`src/rtl/caches_pkg.sv`:
```
// Shared types and defaults for the cache-to-memory arbiter.
package caches_pkg;

  localparam int unsigned WORD_W          = 32;
  localparam int unsigned BEATS_DEF       = 2;
  localparam int unsigned DSTREAK_MAX_DEF = 2;

  typedef logic [WORD_W-1:0] word_t;

  typedef enum logic [1:0] {
    IDLE   = 2'd0,
    IGRANT = 2'd1,
    DREAD  = 2'd2,
    DWRITE = 2'd3
  } arb_state_t;

  // Bits needed to hold the values 0..max_val (at least one bit).
  function automatic int unsigned cnt_width(input int unsigned max_val);
    int unsigned w;
    w = $clog2(max_val + 1);
    return (w < 1) ? 1 : w;
  endfunction

endpackage

```
`src/rtl/arb_fair_counter.sv`:
```
// Saturating count of dcache blocks granted back-to-back while icache waits.
module arb_fair_counter
  import caches_pkg::*;
#(
  parameter int unsigned MAX = DSTREAK_MAX_DEF
) (
  input  logic clk,
  input  logic rst,
  input  logic inc,
  input  logic clr,
  output logic at_max_c
);

  localparam int unsigned W = cnt_width(MAX);

  logic [W-1:0] count;

  assign at_max_c = (count == W'(MAX));

  // Clear wins over increment; increment stops at MAX.
  always_ff @(posedge clk) begin
    if (rst) begin
      count <= '0;
    end else if (clr) begin
      count <= '0;
    end else if (inc && !at_max_c) begin
      count <= count + W'(1);
    end
  end

endmodule

```
`src/rtl/mem_arbiter.sv`:
```
// Arbitrates icache reads and dcache reads/writes onto a single memory port,
// one multi-beat block at a time, with a fairness limit on dcache streaks.
module mem_arbiter
  import caches_pkg::*;
#(
  parameter int unsigned BEATS       = BEATS_DEF,
  parameter int unsigned DSTREAK_MAX = DSTREAK_MAX_DEF
) (
  input  logic  CLK,
  input  logic  RST,
  input  logic  iREN,
  input  word_t iaddr,
  input  logic  dREN,
  input  logic  dWEN,
  input  word_t daddr,
  input  word_t dstore,
  output logic  iwait,
  output logic  dwait,
  output word_t iload,
  output word_t dload,
  output logic  load_done,
  output logic  store_done,
  output logic  mem_ren,
  output logic  mem_wen,
  output word_t mem_addr,
  output word_t mem_store,
  input  word_t mem_load,
  input  logic  mem_ack
);

  localparam int unsigned      BEAT_W    = cnt_width(BEATS - 1);
  localparam logic [BEAT_W-1:0] LAST_BEAT = BEAT_W'(BEATS - 1);

  arb_state_t        state;
  arb_state_t        state_nxt;
  logic [BEAT_W-1:0] beat;
  logic [BEAT_W-1:0] beat_nxt;
  logic              streak_max;
  logic              streak_inc;
  logic              streak_clr;
  logic              d_own_req;
  word_t             beat_off;

  // Owner supplies the block base; each beat advances by one 4-byte word.
  assign beat_off  = word_t'(beat) << 2;
  assign d_own_req = (state == DWRITE) ? dWEN : dREN;

  arb_fair_counter #(
    .MAX (DSTREAK_MAX)
  ) u_fair (
    .clk      (CLK),
    .rst      (RST),
    .inc      (streak_inc),
    .clr      (streak_clr),
    .at_max_c (streak_max)
  );

  // State and beat registers.
  always_ff @(posedge CLK) begin
    if (RST) begin
      state <= IDLE;
      beat  <= '0;
    end else begin
      state <= state_nxt;
      beat  <= beat_nxt;
    end
  end

  // Next-state, beat accounting and the combinational memory/cache outputs.
  always_comb begin
    state_nxt  = state;
    beat_nxt   = beat;
    iwait      = 1'b1;
    dwait      = 1'b1;
    iload      = '0;
    dload      = '0;
    load_done  = 1'b0;
    store_done = 1'b0;
    mem_ren    = 1'b0;
    mem_wen    = 1'b0;
    mem_addr   = '0;
    mem_store  = '0;
    streak_inc = 1'b0;
    streak_clr = 1'b0;

    unique case (state)
      IDLE: begin
        beat_nxt = '0;
        if (iREN && streak_max) begin
          state_nxt = IGRANT;
        end else if (dWEN) begin
          state_nxt = DWRITE;
        end else if (dREN) begin
          state_nxt = DREAD;
        end else if (iREN) begin
          state_nxt = IGRANT;
        end
      end

      IGRANT: begin
        mem_ren  = 1'b1;
        mem_addr = iaddr + beat_off;
        if (mem_ack) begin
          iwait = 1'b0;
          iload = mem_load;
          if (beat == LAST_BEAT) begin
            state_nxt  = IDLE;
            beat_nxt   = '0;
            streak_clr = 1'b1;
          end else begin
            beat_nxt = beat + BEAT_W'(1);
          end
        end else if (!iREN) begin
          state_nxt = IDLE;
          beat_nxt  = '0;
        end
      end

      DREAD, DWRITE: begin
        mem_ren  = (state == DREAD);
        mem_wen  = (state == DWRITE);
        mem_addr = daddr + beat_off;
        if (state == DWRITE) begin
          mem_store = dstore;
        end
        if (mem_ack) begin
          dwait      = 1'b0;
          dload      = mem_load;
          load_done  = (state == DREAD);
          store_done = (state == DWRITE);
          if (beat == LAST_BEAT) begin
            state_nxt  = IDLE;
            beat_nxt   = '0;
            streak_inc = iREN;
          end else begin
            beat_nxt = beat + BEAT_W'(1);
          end
        end else if (!d_own_req) begin
          state_nxt = IDLE;
          beat_nxt  = '0;
        end
      end
    endcase
  end

endmodule
```
`config.mk`:
```
export PLATFORM = sky130hd
export DESIGN_NAME = mem_arbiter
export DESIGN_NICKNAME = d
export VERILOG_FILES = /design/src/rtl/caches_pkg.sv /design/src/rtl/arb_fair_counter.sv /design/src/rtl/mem_arbiter.sv
export SDC_FILE = /design/constraint.sdc
export NUM_CORES = 1
export LEC_CHECK = 0
export BUFFER_PORTS_ARGS = -buffer_cell sky130_fd_sc_hd__buf_2
export CORE_AREA = 2 2 104 106
export CTS_BUF_LIST = sky130_fd_sc_hd__clkbuf_2 sky130_fd_sc_hd__clkbuf_4 sky130_fd_sc_hd__clkbuf_8
export DETAILED_ROUTE_END_ITERATION = 16
export DIE_AREA = 0 0 106 108
export PLACE_DENSITY = 0.66
export SLEW_MARGIN = 40
export SYNTH_ARGS = -nofsm -noshare
export SYNTH_HDL_FRONTEND = slang
export SYNTH_SLANG_ARGS = --single-unit
```
`constraint.sdc`:
```
create_clock -name CLK -period 8.1 [get_ports CLK]
set_input_delay 0.81 -clock CLK [delete_from_list [all_inputs] [get_ports CLK]]
set_output_delay 0.81 -clock CLK [all_outputs]
set_load 0.1 [all_outputs]
```
Word-level counts from Yosys, hierarchy flattened
Cells that the tools add are included.
Cells by class
  add/sub/neg operators: 4
  reduce and logical (&&, ||, !) cells: 8
  mux-type cells: 38
  equality and inequality tests: 7
Operators with widths (count)
  32-bit 2-to-1 mux: 5
  32-bit by 3-bit adder with 32-bit output: 2
  32-bit one-hot mux with 2 select lines: 1
  1-bit 2-to-1 mux: 20
  2-bit 2-to-1 mux: 9
  2-bit == test, second input constant: 3
  3-bit inequality test, second input constant: 2
  2-bit one-hot mux with 3 select lines: 1
  5-bit inequality test, second input constant: 1
  2-bit OR reduction: 2
  1-bit one-hot mux with 3 select lines: 1
  3-bit AND reduction: 1
  2-bit by 1-bit adder with 2-bit output, second input constant: 1
  2-bit by 1-bit == test with 1-bit output, second input constant: 1
  1-bit logical AND: 2
  2-bit zero test: 1
  1-bit one-hot mux with 2 select lines: 1
  2-bit AND reduction: 1
  1-bit adder, second input constant: 1
  1-bit zero test: 1
Word-level totals
  register bits after elaboration: 5
  bits of input ports: 134

Depth between registers and ports, before layout
  depth in word-level cells: 5
  gate-level depth with buffers: 15
  gate-level depth less buffers: 10

Modules after synthesis
A second synthesis with hierarchy kept.
Second synthesis, totals
  cell total of the unflattened synthesis: 382
  area total of the unflattened synthesis: 2576.2 um2
Modules (own cells, without submodules)
  mem_arbiter: instances 1, area an instance 2471.1 um2, cells each 373
  arb_fair_counter: instances 1, area an instance 105.1 um2, cells each 9

Worst setup path after synthesis
No wires, ideal clock.
  path kind: register -> output
  from: reg state[0]
  to: out mem_addr[20]
  buffers on the path: 5
  setup slack: 2.302 ns
  data required time: 7.290 ns
  arrival time: 4.988 ns
  cell stages (with the launch flop): 16
  cells stage by stage: dfxtp_1 -> inv_1 -> ha_1 -> buf_6 -> buf_6 -> buf_2 -> nor2_1 -> clkbuf_1 -> nand2_1 -> nand2_1 -> ha_1 -> o21a_1 -> and4_1 -> clkbuf_1 -> a31oi_1 -> a211oi_1
Between the ends
  cells in the longest elaborated chain, start to end: 3
  elaborated cells between the ends (all ways): 5
RTL lines
  start: declaration: line mem_arbiter.sv:34  | arb_state_t state;
  start signal: assignment: line mem_arbiter.sv:64  | state <= state_nxt;
  2-bit == test: line mem_arbiter.sv:86  | unique case (state)
  2-bit OR reduction: line mem_arbiter.sv:86
  32-bit one-hot mux with 2 select lines *: line mem_arbiter.sv:86
  end: declaration: line mem_arbiter.sv:25  | output word_t mem_addr,
Mark *: on every way between the ends. The rest lies on a longest branch, timed or not.

Worst setup path in the final report
  from: reg state[0]
  to: out mem_addr[28]
Same word-level chain as after synthesis.

==> metrics.md <==
| Metric | Value |
|---|---|
| Initial antenna violation count | 1 |
| Crit path arrival time | 3780 ps |
| CTS tree | done |
| R2r startpoint | state[0] |
| Async S/R FF share, synth | 0% |
| Pleak | 2.41 nW |
| Max-slew violations | 0 |
| Core Region | 0.0102 mm^2 |
| Sw Ratio | 77.1% |
| Post-cts sizing count | 0 |
| Setup TNS | 0 ps |
| Drt via density | 5.12 |
| P_int | 0.290 mW |
| Crit-path max FO | 65 |
| Die W | 106 um |
| Largest cells by area after synthesis | and3_1 18%, and2_1 9.6%, nand2_1 6.9% |
| Worst path bufs/invs | 2 |
| Fin util | 39.3% |
| Max-Cap Viols | 0 |
| Most numerous cell in the Yosys netlist | and3_1 |
| Die Span Y | 108 um |
| Drt first pass iters | 4 |
| Crit. End Element | primary output |
| Total Wirelength | 12100 um |
| Final hold viol count | 0 |
| Iter 0 DRT Violations | 199 |
| Most used cell along the critical path | nand2_1 |
| Req. time, crit path | 7290 ps |
| Final instance area | 0.00403 mm^2 |
| H-tree Lvls | 1 |
| Layout Nets | 781 |
| Cells after synthesis | 395 |
| Final worst slack | 3510 ps |
| Cell taking the most area after synthesis | and3_1 |
| CTS clk-pin slew, worst paths | 30 ps |
| Standard-cell rows | 37 |
| I/O pins | 268 |
| Gpl congestion | 0.870 |
| Number of CTS-inserted buffers | 3 |
| Synth cell count leaders | 72 x and3_1, 47 x nand2_1, 39 x and2_1 |
| Vias in the first global route | 3584 |
| Net Count, Synth | 538 |
| Compound-Gate Fraction of Synth Area | 18.8% |
| Post-synthesis cell type count | 48 |
| Reg power frac | 2.8% |
| Die ar. | 0.0114 mm^2 |
| Setup Buffers After CTS | 0 |
| Total gr overflow | 0 |
| Crit-path cells | ha_2 > buf_4 > or2_2 > nand2_1 > nand2_1 > ha_1 > o21a_1 > nand4_1 > or4_1 > a21oi_1 > buf_2 |
| Crit share post-route | 56.6% |
| DP Cell Count | 767 |
| Clock Sinks | 5 |
| Clock share of power | 3.9% |
| Count of final setup violators | 0 |
| Synth Cell Area | 0.00255 mm^2 |
| Max-slew headroom | 48.6% |
| Area delta synth->final | 57.6% |
| Hpwl dp | 9680 um |
| Worst-Margin Slew | 772 ps |
| Critical path origin | state[0] |
| Starting density of the core | 25.0% |
| IO Port Bufs | 267 |
| Dpl ws | 3450 ps |
| Avg Cell Area, Syn | 6.47 um^2 |
| Total GRT Usage | 19.0% |
| Met2 routed WL | 5920 um |
| Met1 WL | 5050 um |
| Largest family of logic cells by synthesized area | simple AND/OR/NAND/NOR gates |
| Clock root buffer | clkbuf_8 |
| CP top delay family | simple AND/OR/NAND/NOR gates |
| Largest net degree at the start of global routing | 72 |
| Clk buf depth | 2 |
| Synth Area in Adders | 4.41% |
| NetSw | 0.973 mW |
| Peak supply drop | 0.164 mV |
| Routed len/inst | 15.6 um |
| Top layer reached by signal wires | met4 |
| Combinational power share | 93.2% |
| Xor/xnor share of the synthesized area | 3.43% |
| Status | finished, final reports clean |
| DRT antenna net count | 0 |
| Final Non-Filler Cells | 774 |
| Routed vias | 3964 |
| Fraction of the mapped netlist area in simple logic gates | 56.7% |
| DP Area | 0.00395 mm^2 |
| RSZ-0062 raised after global routing | false |
| Post-synth EDFFs | 0 |
| Worst skew pair latency | 220 ps |
| Hold_buf cts | 0 |
| Crit Path Class | reg -> out |
| Synth Register Bits | 5 |
| Worst Hold Launch | u_fair.count[1] |
| Post-layout minimum cycle time | 4590 ps |
| PnR Total Power | 1.26 mW |
| Mux share of post-synthesis cell area | 6.03% |
| CP startpoint kind | flip-flop |
| HP Class | reg -> reg |
| Seq/Total Area, Yosys | 3.92% |
| Met3 WL | 964 um |
| Crit-path max cell delay | 650 ps |
| Area share of the largest cell type after synthesis | 17.6% |
| Ys Warns | 0 |
| Dominant synthesized flop cell | dfxtp_1 |
| DRC | 0 |
| Slowest cell on crit path | or4_1 |
| Layout cells sized above 1 | 45.1% |
| First-pass GRT wire length | 17800 um |
| PD cells | 314 mW/mm^2 |
| Clock skew | 0.303 ps |
| Achievable frequency | 218 MHz |
| Hold WS | 512 ps |
## cells in the final DEF (no fill, tap or decap), types with 7 or more instances in the layout
cell	n
o21ai_0	10
nand4_1	8
buf_2	268
and3_1	72
a21oi_1	10
o211ai_1	12
nor3_1	13
mux2i_1	12
a22oi_1	8
nor3b_1	11
or4bb_1	7
nand2_1	47
nand3_1	13
ha_1	7
nor2_1	14
and2_1	39
## power by group through the flow
stage               Sequential [mW]  Combinational, mW  Clock [mW]
global placement             0.0358               1.17           0
CTS                          0.0359               1.18      0.0503
finish                       0.0359               1.18      0.0498
detailed placement           0.0363               1.18           0
global route                 0.0368               1.23      0.0525
floorplan                    0.0344              0.985           0
## cell families after synthesis
| family | after synthesis |
|---|---|
| buffers and inverters | 40 |
| AO/OA/AOI/OAI | 70 |
| adder cells (fa/ha/maj) | 9 |
| flip-flops | 5 |
| AND/OR/NAND/NOR | 246 |
| multiplexers | 15 |
| XOR/XNOR | 10 |
## state kept, by name, indices dropped and copies added, names as in the netlist
register      count
state             2
u_fair.count      2
beat              1
## layout make-up
type	count	area (um^2)
diodes	1	2.50
clock buffers	4	48.8
fillers	1145	6210
inverters	5	18.8
multi-input cells	350	2300
flip-flops and latches	5	100
well taps	136	170
repair buffers	273	1390
## metal layers
metal,GRT usage [%],vias to the layer above
met5,0,-
met4,4.04,0
met3,2.89,11
met2,35.6,184
met1,23.0,1818
li1,-,1951
## final timing paths
check	slack [ps]	to	depth (start not counted)
worst max-delay path	3510	mem_addr[28]	11
worst min-delay path	510	u_fair.count[1]	2
worst max register to register	5150	u_fair.count[1]	8
worst min register to register	510	u_fair.count[1]	2
## worst min-delay path: cells and delay by family, from the launching register on
kind / cells / cell delay [ps]
flip-flops: 1 / 300
AND/OR/NAND/NOR: 1 / 90
AO/OA/AOI/OAI: 1 / 70
Note: power is estimated with default switching activity, not from simulation.
